===== src/rtl/serial_sub32.sv =====
// Digit-serial subtractor: X = A - B - bin, one DIGIT-bit borrow stage reused
// over WIDTH/DIGIT cycles, with a start/done handshake toward the sequencer.
module serial_sub32 #(
   parameter int WIDTH = 32,
   parameter int DIGIT = 4
) (
   input  logic             clk,
   input  logic             rst_n,
   input  logic             start,
   input  logic [WIDTH-1:0] a,
   input  logic [WIDTH-1:0] b,
   input  logic             bin,
   output logic             busy,
   output logic             done,
   output logic [WIDTH-1:0] x,
   output logic             bout,
   output logic             ovf,
   output logic [1:0]       dbg_state
);

   // Handshake: start is sampled on a rising edge only in IDLE or DONE; that
   // edge captures a/b/bin. done is high for exactly one cycle, during which
   // x/bout/ovf hold the new result; start high in that cycle chains the next op.

   localparam int N  = WIDTH / DIGIT;
   localparam int CW = (N > 1) ? $clog2(N) : 1;
   localparam logic [CW-1:0] CNT_LAST = CW'(N - 1);
   localparam logic [CW-1:0] CNT_ONE  = CW'(1);

   generate
      if ((DIGIT < 1) || (WIDTH % DIGIT != 0)) begin : g_bad_digit
         $error("serial_sub32: DIGIT must be >= 1 and divide WIDTH");
      end
   endgenerate

   typedef enum logic [1:0] {
      S_IDLE = 2'd0,
      S_RUN  = 2'd1,
      S_DONE = 2'd2
   } state_t;

   state_t               r_state;
   state_t               w_next;
   logic                 w_accept;
   logic                 w_last;
   logic [CW-1:0]        r_cnt;
   logic [WIDTH-1:0]     r_a;
   logic [WIDTH-1:0]     r_b;
   logic                 r_brw;
   logic                 r_a_msb;
   logic                 r_b_msb;
   logic [WIDTH-1:0]     r_acc;
   logic [WIDTH-1:0]     r_x;
   logic                 r_bout;
   logic                 r_ovf;
   logic [DIGIT:0]       w_diff;
   logic [WIDTH+DIGIT-1:0] w_cat;
   logic [WIDTH-1:0]     w_acc_next;
   logic                 w_ovf;

   always_ff @(posedge clk or negedge rst_n) begin
      if (!rst_n) r_state <= S_IDLE;
      else        r_state <= w_next;
   end

   always_comb begin
      w_next   = r_state;
      w_accept = 1'b0;
      w_last   = 1'b0;
      case (r_state)
         S_IDLE: begin
            if (start) begin
               w_accept = 1'b1;
               w_next   = S_RUN;
            end
         end
         S_RUN: begin
            if (r_cnt == CNT_LAST) begin
               w_last = 1'b1;
               w_next = S_DONE;
            end
         end
         S_DONE: begin
            if (start) begin
               w_accept = 1'b1;
               w_next   = S_RUN;
            end else begin
               w_next = S_IDLE;
            end
         end
         default: w_next = S_IDLE;
      endcase
   end

   // Operands shift right so the current digit always sits in the low bits;
   // the one-bit extension of the difference carries out the new borrow.
   assign w_diff = {1'b0, r_a[DIGIT-1:0]} - {1'b0, r_b[DIGIT-1:0]}
                 - {{DIGIT{1'b0}}, r_brw};
   assign w_cat      = {w_diff[DIGIT-1:0], r_acc};
   assign w_acc_next = w_cat[WIDTH+DIGIT-1:DIGIT];
   assign w_ovf      = (r_a_msb != r_b_msb) && (w_acc_next[WIDTH-1] != r_a_msb);

   always_ff @(posedge clk or negedge rst_n) begin
      if (!rst_n) begin
         r_cnt   <= '0;
         r_a     <= '0;
         r_b     <= '0;
         r_brw   <= 1'b0;
         r_a_msb <= 1'b0;
         r_b_msb <= 1'b0;
         r_acc   <= '0;
         r_x     <= '0;
         r_bout  <= 1'b0;
         r_ovf   <= 1'b0;
      end else if (w_accept) begin
         r_cnt   <= '0;
         r_a     <= a;
         r_b     <= b;
         r_brw   <= bin;
         r_a_msb <= a[WIDTH-1];
         r_b_msb <= b[WIDTH-1];
         r_acc   <= '0;
      end else if (r_state == S_RUN) begin
         r_cnt <= r_cnt + CNT_ONE;
         r_a   <= r_a >> DIGIT;
         r_b   <= r_b >> DIGIT;
         r_brw <= w_diff[DIGIT];
         r_acc <= w_acc_next;
         // Results are published only once the top digit is in.
         if (w_last) begin
            r_x    <= w_acc_next;
            r_bout <= w_diff[DIGIT];
            r_ovf  <= w_ovf;
         end
      end
   end

   assign busy      = (r_state == S_RUN);
   assign done      = (r_state == S_DONE);
   assign x         = r_x;
   assign bout      = r_bout;
   assign ovf       = r_ovf;
   assign dbg_state = r_state;

endmodule


===== config.mk =====
export PLATFORM = sky130hd
export DESIGN_NAME = serial_sub32
export DESIGN_NICKNAME = d
export VERILOG_FILES = /design/src/rtl/serial_sub32.sv
export SDC_FILE = /design/constraint.sdc
export NUM_CORES = 1
export LEC_CHECK = 0
export CAP_MARGIN = 20
export CORE_MARGIN = 2
export CORE_UTILIZATION = 35
export CTS_BUF_LIST = sky130_fd_sc_hd__clkbuf_4
export DETAILED_ROUTE_END_ITERATION = 6
export PLACE_DENSITY = 0.64
export SYNTH_ARGS = -nofsm -noshare
export SYNTH_HDL_FRONTEND = slang
export SYNTH_SLANG_ARGS = --single-unit

===== constraint.sdc =====
create_clock -name clk -period 3.9 [get_ports clk]
set_input_delay 0.39 -clock clk [delete_from_list [all_inputs] [get_ports clk]]
set_output_delay 0.39 -clock clk [all_outputs]
set_load 0.005 [all_outputs]

### After elaboration in Yosys (flattened, before gate mapping)

Index checks and enable logic that the tools add are counted.
Widths: inputs -> output; s select.

| word-level totals | value |
|---|---|
| bits in registers | 138 |
| bits in latches | 0 |
| RAM bits | 0 |
| bits in read-only memories | 0 |
| input bits | 68 |
| logic and storage cells | 46 |
| memories kept | 0 |

| operators by class | value |
|---|---|
| add/sub/neg operators | 3 |
| multiply operators | 0 |
| divide/modulo/power cells | 0 |
| order comparisons | 0 |
| eq/ne operators | 7 |
| shifts and indexed selects | 0 |
| multiplexer cells | 18 |
| bitwise gates (word level) | 1 |
| reduce and logical (&&, ||, !) cells | 6 |

Operator list:

| operator | number |
|---|---|
| $mux 32 | 6 |
| $mux 1 | 7 |
| $mux 3 | 2 |
| $pmux 2 s3 | 1 |
| $sub 4x4->5 | 1 |
| $sub 5x1->5 | 1 |
| $mux 2 | 2 |
| $add 3x1->3 const B | 1 |
| $eq 3x3->1 const B | 1 |
| $reduce_and 3->1 | 1 |
| $eq 2x1->1 const B | 1 |
| $eq 2x2->1 const B | 1 |
| $logic_not 2->1 | 1 |
| $ne 1x1->1 | 2 |
| $ne 2x1->1 const B | 1 |
| $ne 2x2->1 const B | 1 |
| $reduce_and 2->1 | 1 |
| $reduce_bool 2->1 | 1 |
| $reduce_or 2->1 | 1 |
| $logic_and 1x1->1 | 1 |
| $not 1->1 | 1 |

### Logic depth before layout (Yosys ltp)

Gate-level depths: netlist (run 1).

| depth | value |
|---|---|
| depth in word-level cells | 5 |
| depth in mapped cells | 8 |
| gate-level depth less buffers | 8 |

### Worst setup path before layout (run 1)

OpenSTA, ideal clock, no wires.

| timing path | value |
|---|---|
| kind | reg-to-reg |
| start | register r_a[0] |
| end | register r_ovf, in the netlist ovf |
| library setup time | 0.087 ns |
| data arrival time | 1.867 ns |
| data required time | 3.813 ns |
| setup slack | 1.946 ns |
| cell stages (with the launch flop) | 8 |
| buffers on the path | 0 |
| path through | dfrtp_1 -> fa_1 -> inv_1 -> ha_1 -> o21ai_0 -> a21boi_0 -> or2_2 -> o211ai_1 |

| on the way | value |
|---|---|
| cells in the longest elaborated chain, start to end | 4 |

RTL lines:

| element | line | text |
|---|---|---|
| start: declaration | 47 | `logic [WIDTH-1:0] r_a;` |
| start signal: assignment | 125 | `r_a <= r_a >> DIGIT;` |
| $sub 4x4->5 | 97 | `assign w_diff = {1'b0, r_a[DIGIT-1:0]} - {1'b0, r_b[DIGIT-1:0]}` |
| $sub 5x1->5 | 98 | `- {{DIGIT{1'b0}}, r_brw};` |
| $ne 1x1->1 | 101 | `assign w_ovf = (r_a_msb != r_b_msb) && (w_acc_next[WIDTH-1] != r_a_msb);` |
| $logic_and 1x1->1 | 101 |  |
| end signal: assignment | 133 | `r_ovf <= w_ovf;` |
| end: declaration | 55 | `logic r_ovf;` |

Every way passes these cells.
A chain may end at the register's enable or synchronous reset.

### Worst setup path in the final report (run 1)

| timing path | value |
|---|---|
| start | register r_state[0], in the netlist dbg_state[0] |
| end | output busy |

| on the way | value |
|---|---|
| cells in the longest elaborated chain, start to end | 1 |

RTL lines:

| element | line | text |
|---|---|---|
| start: declaration | 42 | `state_t r_state;` |
| start signal: assignment | 63 | `else r_state <= w_next;` |
| $eq 2x1->1 | 138 | `assign busy = (r_state == S_RUN);` |
| end: declaration | 13 | `output logic busy,` |

Every way passes these cells.

==> run metrics, run 1 <==
Arrival @ worst endpoint=a little over 2000 ps; Comb pwr share=40.4%; Avg WL per Cell=15.7 um; crit-path max FO=22; detailed placement HPWL=between 7 and 8 mm; vias in the first global route=3824; RR Endpoint=r_brw$_DFFE_PN0P_; DRC Markers=0; cell taking the most area after synthesis=dfrtp_1; M1 WL=5.65 mm; Slew HR=37.0%; Clock Path Buffers=2; register area share after synthesis=61.6%; port buffer count=roughly 110; Distinct cells, synth=33; Async SR Flop Fraction=100%; most common library cells after synthesis=134 x dfrtp_1, 109 x nand2_1, 53 x a22oi_1; cell-internal power=3560 uW; P_sw=1950 uW; Max Clock Freq=around 410 MHz; Slew Limit Fails=0; final hold slack=455 ps; Die X=129 um; Worst setup SP type=register; Final Hold Fails=0; HP Class=input pin to register; top sig layer=met4; CP bufs+invs=2; flops & latches, synth=134; clock root buffer=clkbuf_4; die area=16600 sq um; cts bufs inserted=17; Design Power=5510 uW; I/O pin cnt=106; Final setup viols=0; GRT Total Usage=between 10% and 20%; initial DRC count=328; Final min period=2450 ps; Final ANT Viol Nets=0; Avg Inst Size Synth=12.1 sq um; Reg2Reg Launch Point=dbg_state[0]$_DFFE_PN0P_; CP max stage delay=570 ps; FF-to-FF path depth=6; first-pass GRT wire length=around 20 mm; vias=around 3800; metal3 WL=598 um; Worst-path clk slew=roughly 120 ps; largest net degree at the start of global routing=roughly 110; slew of the pin with the lowest slew margin=945 ps; Placer Congestion=0.756; Crit Path Class=register to output pin; top_reg_cell synth=dfrtp_1; leakage=0.00318 uW; number of synthesized flops with an enable pin=0; post-synth top area share=61.6%; Worst Hold Path EP=r_b[11]$_DFFE_PN0P_; Mapped Area=5440 sq um; initial antenna violation count=1; reg2reg setup slack=1720 ps; Initial Util=35.8%; Post-Synthesis Cells=450; first-pass iteration count of the detailed router=7; TritonCTS Sinks=134; status=completed; Sw Ratio=about 35%; syn nets=about 530; Peak supply drop=between 0.2 and 0.3 mV; Tcrit/Tclk final=62.8%; critical path's top delay family=buffers and inverters; Critical Path, Cell by Cell=nand2b_2, inv_4, clkdlybuf4s50_1; Seq pwr share=44.2%; Vias/cell=5.07; total of max-cap violations=0; Nets=627; RSZ-0062 raised after global routing=false; Ys Warns=0; Remaining Overflow, GRT=0; most frequent cell after synthesis=dfrtp_1; CTS H-Tree Depth=4; power per cell area=802 nW/um^2; Synth area leaders=dfrtp_1 62%, nand2_1 7.5%, a22oi_1 7.3%; CP max stage cell=clkdlybuf4s50_1; clock network power share=between 10% and 20%; CP Data Required Time=3510 ps; Worst Skew=18.1 ps; final setup TNS=0 ps; area delta synth->final=26.3%; Crit. End Element=output pin; post-CTS setup buffers=0; routed wl met2=about 5.3 mm; core area=between 15000 and 20000 sq um; clock latency on the worst-skew pair=530 ps; row cnt=45; Routed WL=around 12 mm; TritonCTS clock tree=built; proportion of layout cells with a drive suffix above 1=9.82%; Hold Startpoint=b[11]; DIE HEIGHT=129 um; Hold Path Depth=3; Final Util=45.2%
## metal layers
metal | global-route usage [%] | up-vias
li1 | - | 1796
met5 | 0 | -
met4 | 6.01 | 0
met1 | 21.0 | 1869
met3 | 4.32 | 16
met2 | 22.9 | 117
## cell usage in the layout, fill, tap and decap left out, types with 4 or more instances in the layout
| cell | synthesis | routed |
|---|---|---|
| dfrtp_1 | 134 | 134 |
| nand2_1 | 109 | 109 |
| clkdlybuf4s50_1 | 0 | 104 |
| a22oi_1 | 53 | 53 |
| a22o_1 | 37 | 37 |
| mux2_2 | 18 | 18 |
| clkbuf_4 | 0 | 18 |
| mux2_1 | 15 | 15 |
| inv_1 | 9 | 9 |
| ha_1 | 8 | 8 |
| o21ai_0 | 5 | 5 |
| nor3_1 | 4 | 4 |
| a221o_1 | 4 | 4 |
| clkinv_1 | 0 | 4 |
| buf_4 | 8 | 4 |
## cells by family after synthesis
group / Yosys count / share of synthesized area, %
compound gates: 105 / 15.1
mux: 33 / 6.83
buf+inv: 41 / 4.05
simple gates: 124 / 9.31
fa+ha+maj: 10 / 2.57
flops: 134 / 61.6
xor+xnor: 3 / 0.483
## metrics by stage
stage,instances,cell area [sq um],setup slack (ps)
after detailed placement,717,6610,1620
after CTS,748,6870,1360
after global routing,749,6870,1310
final,749,6870,1450
after floorplan,450,5440,1950
after global placement,717,6610,1670
## worst max-delay path by stage
stage | endpoint | depth (start not counted) | from | slack (ps)
2_1_floorplan | ovf$_DFFE_PN0P_ | 7 | r_a[0]$_DFFE_PN0P_ | 1950
3_3_place_gp | r_brw$_DFFE_PN0P_ | 6 | start | 1670
3_5_place_dp | r_brw$_DFFE_PN0P_ | 6 | start | 1620
4_1_cts | busy | 3 | dbg_state[0]$_DFFE_PN0P_ | 1360
5_1_grt | busy | 3 | dbg_state[0]$_DFFE_PN0P_ | 1310
6_report | busy | 3 | dbg_state[0]$_DFFE_PN0P_ | 1450
## power by group through the flow
| stage | clock network (uW) | logic (uW) | registers [uW] |
|---|---|---|---|
| floorplan | 0 | 1510 | 2350 |
| global placement | 0 | 2190 | 2450 |
| detailed placement | 0 | 2260 | 2470 |
| CTS | 880 | 2260 | 2440 |
| global route | 932 | 2520 | 2530 |
| finish | 847 | 2230 | 2440 |
## tightest hold or removal path: stages
cell,delay [ps]
clkdlybuf4s50_1,450
a22oi_1,60
nand2_1,50
## flip-flops by register name, indices dropped and copies added, names as in the netlist
name and count:
ovf 1, r_b 32, r_a_msb 1, r_brw 1
dbg_state 2, x 32, bout 1, r_cnt 3
r_a 32, r_acc 28, r_b_msb 1
## cell type report
class	instances	area, sq um
antenna	1	2.50
clock buffer	18	135
clock inverter	12	114
fill	1414	8330
inverter	10	40.0
multi-input combinational	275	1880
sequential	134	3350
tap	188	235
timing repair buffer	111	1110
## what timing repair did
item                                   4_1_cts  5_1_grt
hold buffers                                 1        0
resized for setup                            0        0
endpoints found under the hold margin      106        0
(Power assumes the default switching activity.)
==> run 2, diff against run 1 <==
--- a/config.mk
+++ b/config.mk
@@ -10,7 +10,7 @@
 export CORE_UTILIZATION = 35
 export CTS_BUF_LIST = sky130_fd_sc_hd__clkbuf_4
 export DETAILED_ROUTE_END_ITERATION = 6
-export PLACE_DENSITY = 0.64
+export PLACE_DENSITY = 0.66
 export SYNTH_ARGS = -nofsm -noshare
 export SYNTH_HDL_FRONTEND = slang
 export SYNTH_SLANG_ARGS = --single-unit
==> constraint.sdc (replaced) <==
create_clock -name clk -period 2.2 [get_ports clk]
set_input_delay 0.22 -clock clk [delete_from_list [all_inputs] [get_ports clk]]
set_output_delay 0.22 -clock clk [all_outputs]
set_load 0.005 [all_outputs]
==> run 2 against run 1 <==
Combinational power grew 88%. Die area stayed put. Utilization rose by 1.0 points. Power increased by 84%. Count of clock-buffer cells in the layout increased by 1. Sequential cell count unchanged.
==> run metrics, run 2 (synthesis gave the netlist of run 1 again) <==
status=completed; Worst Skew=17.0 ps (-1.07 ps); vias=3856 (+1.5%); Critical Path, Cell by Cell=nand2b_2, inv_4, buf_12, clkdlybuf4s50_1; Arrival @ worst endpoint=1870 ps (-190 ps); CP max stage cell=clkdlybuf4s50_1; Final min period=2090 ps; power per cell area=1440 nW/um^2 (+80%); CP Depth=4 (+1); DRC Markers=0 (unchanged); Tcrit/Tclk final=95.1%; core area=15200 sq um (unchanged); Clock Path Buffers=2 (unchanged); slew of the pin with the lowest slew margin=899 ps (-46.4 ps); critical path's top delay family=buffers and inverters; TritonCTS Sinks=134 (unchanged); routed wl met2=5.67 mm (+7.2%); area delta synth->final=29.1%; Crit Path Class=register to output pin; Reg2Reg Launch Point=r_a[0]$_DFFE_PN0P_; final setup TNS=0 ps (unchanged); Initial Util=35.8% (unchanged); CP Data Required Time=1980 ps (-1530 ps); Final ANT Viol Nets=0 (unchanged); Worst setup SP type=register; first-pass iteration count of the detailed router=4 (-3); Design Power=10100 uW (+84%); Worst Setup SP=dbg_state[1]$_DFFE_PN0P_; commonest non-fill, non-tap cell in the layout=dfrtp_1; largest net degree at the start of global routing=73 (-32%); vias in the first global route=3841 (+0.44%); top sig layer=met4; FF-to-FF path depth=6 (unchanged); Peak supply drop=0.457 mV (+52%); Worst-path clk slew=120 ps (about the same); Nets=636 (+1.4%); metal3 WL=667 um (+12%); most frequent cells in the layout=133 x dfrtp_1, 109 x nand2_1, 104 x clkdlybuf4s50_1; fin cells=759 (+1.3%); Slew Limit Fails=0 (unchanged); I/O pin cnt=106 (unchanged); GRT Total Usage=15.7% (+0.42 points); row cnt=45 (unchanged); TritonCTS clock tree=built; clock root buffer=clkbuf_4; initial DRC count=256 (-22%); Crit. End Element=output pin; port buffer count=105 (unchanged); Final Hold Fails=0 (unchanged); Routed WL=12.3 mm (+5.0%); proportion of layout cells with a drive suffix above 1=12.1% (+2.3 points); reg2reg setup slack=160 ps (-1560 ps); # diodes=0 (-1); cts bufs inserted=17 (unchanged); Remaining Overflow, GRT=0 (unchanged); Final Util=46.2% (+1.0 points); Die X=129 um (unchanged); Max Clock Freq=478 MHz; clock latency on the worst-skew pair=530 ps (about the same); RR Endpoint=r_brw$_DFFE_PN0P_; RSZ-0062 raised after global routing=false; CP max stage delay=510 ps (-60 ps); Slew HR=40.0% (+3.0 points); die area=16600 sq um (unchanged); detailed placement HPWL=7.92 mm (+2.6%); DIE HEIGHT=129 um (unchanged); CP bufs+invs=3 (+1); first-pass GRT wire length=20.0 mm (+1.9%); Placer Congestion=0.800 (+5.8%); total of max-cap violations=0 (unchanged); HP Class=input pin to async pin; placed cells=721 (+0.56%); initial antenna violation count=0 (-1); M1 WL=5.87 mm (+3.9%); Avg WL per Cell=16.2 um (+3.6%); crit-path max FO=13 (-41%); leakage=0.00325 uW (+2.4%); Vias/cell=5.08 (+0.19%); CTS H-Tree Depth=4 (unchanged); Final setup viols=0 (unchanged)
## run 2: cell types whose count changed in the layout (fill, tap and decap cells not counted), moves of 2 or more
cell        before  now
buf_12           1    4
clkinvlp_4       2    4
clkinv_4         1    3
buf_4            4    8
clkinv_1         4    2
## run 2: worst reg2reg max path, delay by kind of cell, from the launching register on
kind	cells	cell delay, ps
xor gates and xnor gates	1	180
AOI/OAI and AO/OA	2	290
and+or+nand+nor	1	160
DFF	1	420
adders and majority gates	2	880
## run 2: per-layer routing
| layer | vias up | global-route usage [%] |
|---|---|---|
| li1 | 1810 | - |
| met1 | 1916 | 21.9 |
| met2 | 123 | 23.7 |
| met3 | 7 | 4.53 |
| met4 | 0 | 5.05 |
| met5 | - | 0 |
## run 2: worst max path at each step
stage	endpoint	slack (ps)
floorplan	ovf$_DFFE_PN0P_	250
global placement	r_b[28]$_DFFE_PN0P_	120
detailed placement	r_b[28]$_DFFE_PN0P_	90
CTS	busy	30
global route	busy	8
finish	busy	110
## run 2: stage by stage
step	cell area (sq um)	hold slack [ps]	setup WS (ps)
2_1_floorplan	5440	-75.6	246
3_3_place_gp	6670	192	123
3_5_place_dp	6670	199	89.0
4_1_cts	7020	166	27.9
5_1_grt	7030	196	7.87
6_report	7030	194	109
## run 2: what timing repair did
item	4_1_cts	5_1_grt
setup endpoints to repair	1	53
hold buffers	1	0
pin swaps	0	1
resized for setup	4	2
setup buffers	2	1
hold endpoints to repair	49	0
cloned	1	1
## run 2: layout make-up
type	count	area, sq um
Sequential cell	134	3350
Multi-Input combinational cell	276	1890
Clock inverter	13	134
Clock buffer	19	143
Tap cell	188	235
Timing Repair Buffer	119	1230
Fill cell	1412	8170
Inverter	10	40.0
## run 2: where the power goes
part / total (uW) / switching (uW) / leakage [uW] / internal [uW]
clock: 1590 / 904 / 0.000140 / 691
sequential: 4340 / 733 / 0.00169 / 3610
combinational: 4200 / 1970 / 0.00142 / 2230
==> variant, RTL diff (settings of run 2) <==
Register the outputs `busy` and `done`, without a reset; this adds one clock of latency there. The other outputs are not delayed to match. Comments in the files are not updated.
--- a/src/rtl/serial_sub32.sv
+++ b/src/rtl/serial_sub32.sv
@@ -135,8 +135,10 @@
       end
    end
 
-   assign busy      = (r_state == S_RUN);
-   assign done      = (r_state == S_DONE);
+   always_ff @(posedge clk) begin
+      busy <= (r_state == S_RUN);
+      done <= (r_state == S_DONE);
+   end
    assign x         = r_x;
    assign bout      = r_bout;
    assign ovf       = r_ovf;
Behaviour: not the same (a bounded check fails within 4 cycles, from zero or initial values and one cycle with rst_n low).
==> variant against run 2 <==
  * Worst hold slack better by 77 ps
  * Design area is 0.18% lower
  * Setup slack better by 39 ps
  * Power is 1.2% lower
  * First-iteration DRC count is 5.9% lower
  * Synthesized area is 0.74% higher
  * Via count is 0.91% higher
  * Sequential cell count is 2 higher
  * Wire length is 0.95% higher
==> variant: results (changes against run 2) <==
status: finished, final reports clean (unchanged)
input/output buffers: 105 (unchanged)
synth cell count leaders: dfrtp_1, nand2_1, a22oi_1 (unchanged)
Area contributors post-synth: dfrtp_1, nand2_1, a22oi_1 (unchanged)
Root Buffer: clkbuf_4 (unchanged)
syn nets: 530 (was 528)
clk_lat worst skew: 540 ps
global-route wire length before repair: 20600 µm (was 20000 µm)
met2 GRT Util: 24.4% (was 23.7%)
top_reg_cell synth: dfrtp_1 (unchanged)
met1 Use GR: 21.2% (was 21.9%)
actual slew at the worst max-slew pin: 950 ps (was 899 ps)
number of CTS-inserted buffers: 17 (unchanged)
DR pass1 iterations: 4 (unchanged)
HPWL Detailed: 7910 µm (was 7920 µm)
Vias: 3891 (was 3856)
Synth async-reset ratio: 98.5% (was 100%)
H-tree levels: 4 (unchanged)
count of final setup violators: 0 (unchanged)
clock-pin transition on the worst setup and hold timing paths: 140 ps (was 120 ps)
Distinct cells, synth: 34 (was 33)
HP Class: input port to flip-flop (was input port to async pin)
Critical Path AT: 2520 ps (was 1870 ps)
IR drop worst, VDD: 0.669 mV (was 0.457 mV)
fraction of layout cells with a size suffix above 1: 11.1% (was 12.1%)
initial antenna violation count: 1 (was 0)
maximum root-to-sink buffer count: 2 (unchanged)
# nets final: 632 (was 636)
slowest cell delay on critical path: 580 ps (was 510 ps)
post-CTS setup buffers: 0 (was 2)
yosys warns: 0 (unchanged)
largest net degree at the start of global routing: 135 (was 73)
placer congestion estimate: 0.783 (was 0.800)
max-slew violations: 0 (unchanged)
CP max-delay cell: fa_1 (was clkdlybuf4s50_1)
GRT Total Usage: 15.8% (was 15.7%)
delay-heaviest family, CP: adder cells (was buffers and inverters)
vias in the first global route: 4061 (was 3841)
register area share after synthesis: 61.9% (was 61.6%)
global routing usage on met3: 4.62% (was 4.53%)
DR iter-0 viols: 241 (was 256)
Wirelength per Cell: 16.0 µm (was 16.2 µm)
worst-path fanout max: 3 (was 13)
Clock Skew: 14.5 ps (was 17.0 ps)
Net Sw Power: 3.67 mW (was 3.61 mW)
Lkg Pwr: 3.22 nW (was 3.25 nW)
-- variant: changes by cell type after synthesis --
cell / run 2 / this run
dfxtp_1: 0 / 2
-- variant: power by group through the flow --
| stage | Combinational (mW) | Clock, mW | Sequential (mW) |
|---|---|---|---|
| after floorplan | 2.67 | 0 | 4.22 |
| final | 4.10 | 1.53 | 4.38 |
| after CTS | 4.12 | 1.59 | 4.39 |
| after detailed placement | 4.10 | 0 | 4.44 |
| after global routing | 4.66 | 1.70 | 4.53 |
| after global placement | 3.95 | 0 | 4.39 |
-- variant: worst reg2reg max path, delay by kind of cell (launching register included) --
kind | cells | cell delay, ps
AO/OA/AOI/OAI | 3 | 420
flip-flops | 1 | 420
adder cells (fa/ha/maj) | 2 | 760
buffers and inverters | 1 | 60
AND/OR/NAND/NOR | 1 | 320
-- variant: per-layer routing --
layer,vias up,share of wire [%]
li1,1809,-
met2,134,47
met1,1936,46
met5,-,0
met4,0,1.5
met3,12,5.9
-- variant: layout make-up --
type	instances	area, µm²
sequential	136	3390
tap	211	264
fill	1410	8240
clock buffer	18	135
antenna	1	2.50
inverter	10	40.0
multi-input combinational	276	1890
timing repair buffer	113	1160
clock inverter	14	125
-- variant: timing repair --
action,CTS,global route
endpoints found under the hold margin,134,0
resized for setup,0,2
endpoints found under the setup margin,0,57
hold buffers,1,0
-- variant: cell families after synthesis --
logic type / share of synthesized area, %
flip-flops: 61.9
AND/OR/NAND/NOR: 9.24
AO/OA/AOI/OAI: 15.0
buffers and inverters: 4.02
multiplexers: 6.78
adder cells (fa/ha/maj): 2.56
XOR/XNOR: 0.479
-- variant: final timing paths --
path                            startpoint  endpoint  slack (ps)  cells past startpoint
worst max-delay path                r_a[0]       ovf         150                      7
worst min-delay path                 a[22]   r_a[22]         270                      3
worst max register to register      r_a[0]       ovf         150                      7
worst min register to register     r_a[10]   r_a[10]         490                      2
max in group asynchronous            rst_n    r_b[6]        1310                      3
min in group asynchronous            rst_n     x[18]         340                      3
-- variant: stage by stage --
step,instance area [µm²],std cells,worst slack [ps]
after detailed placement,6730,744,21.3
final,7020,779,148
after global placement,6730,744,83.1
after CTS,7000,777,13.1
after floorplan,5480,452,246
after global routing,7020,779,7.57
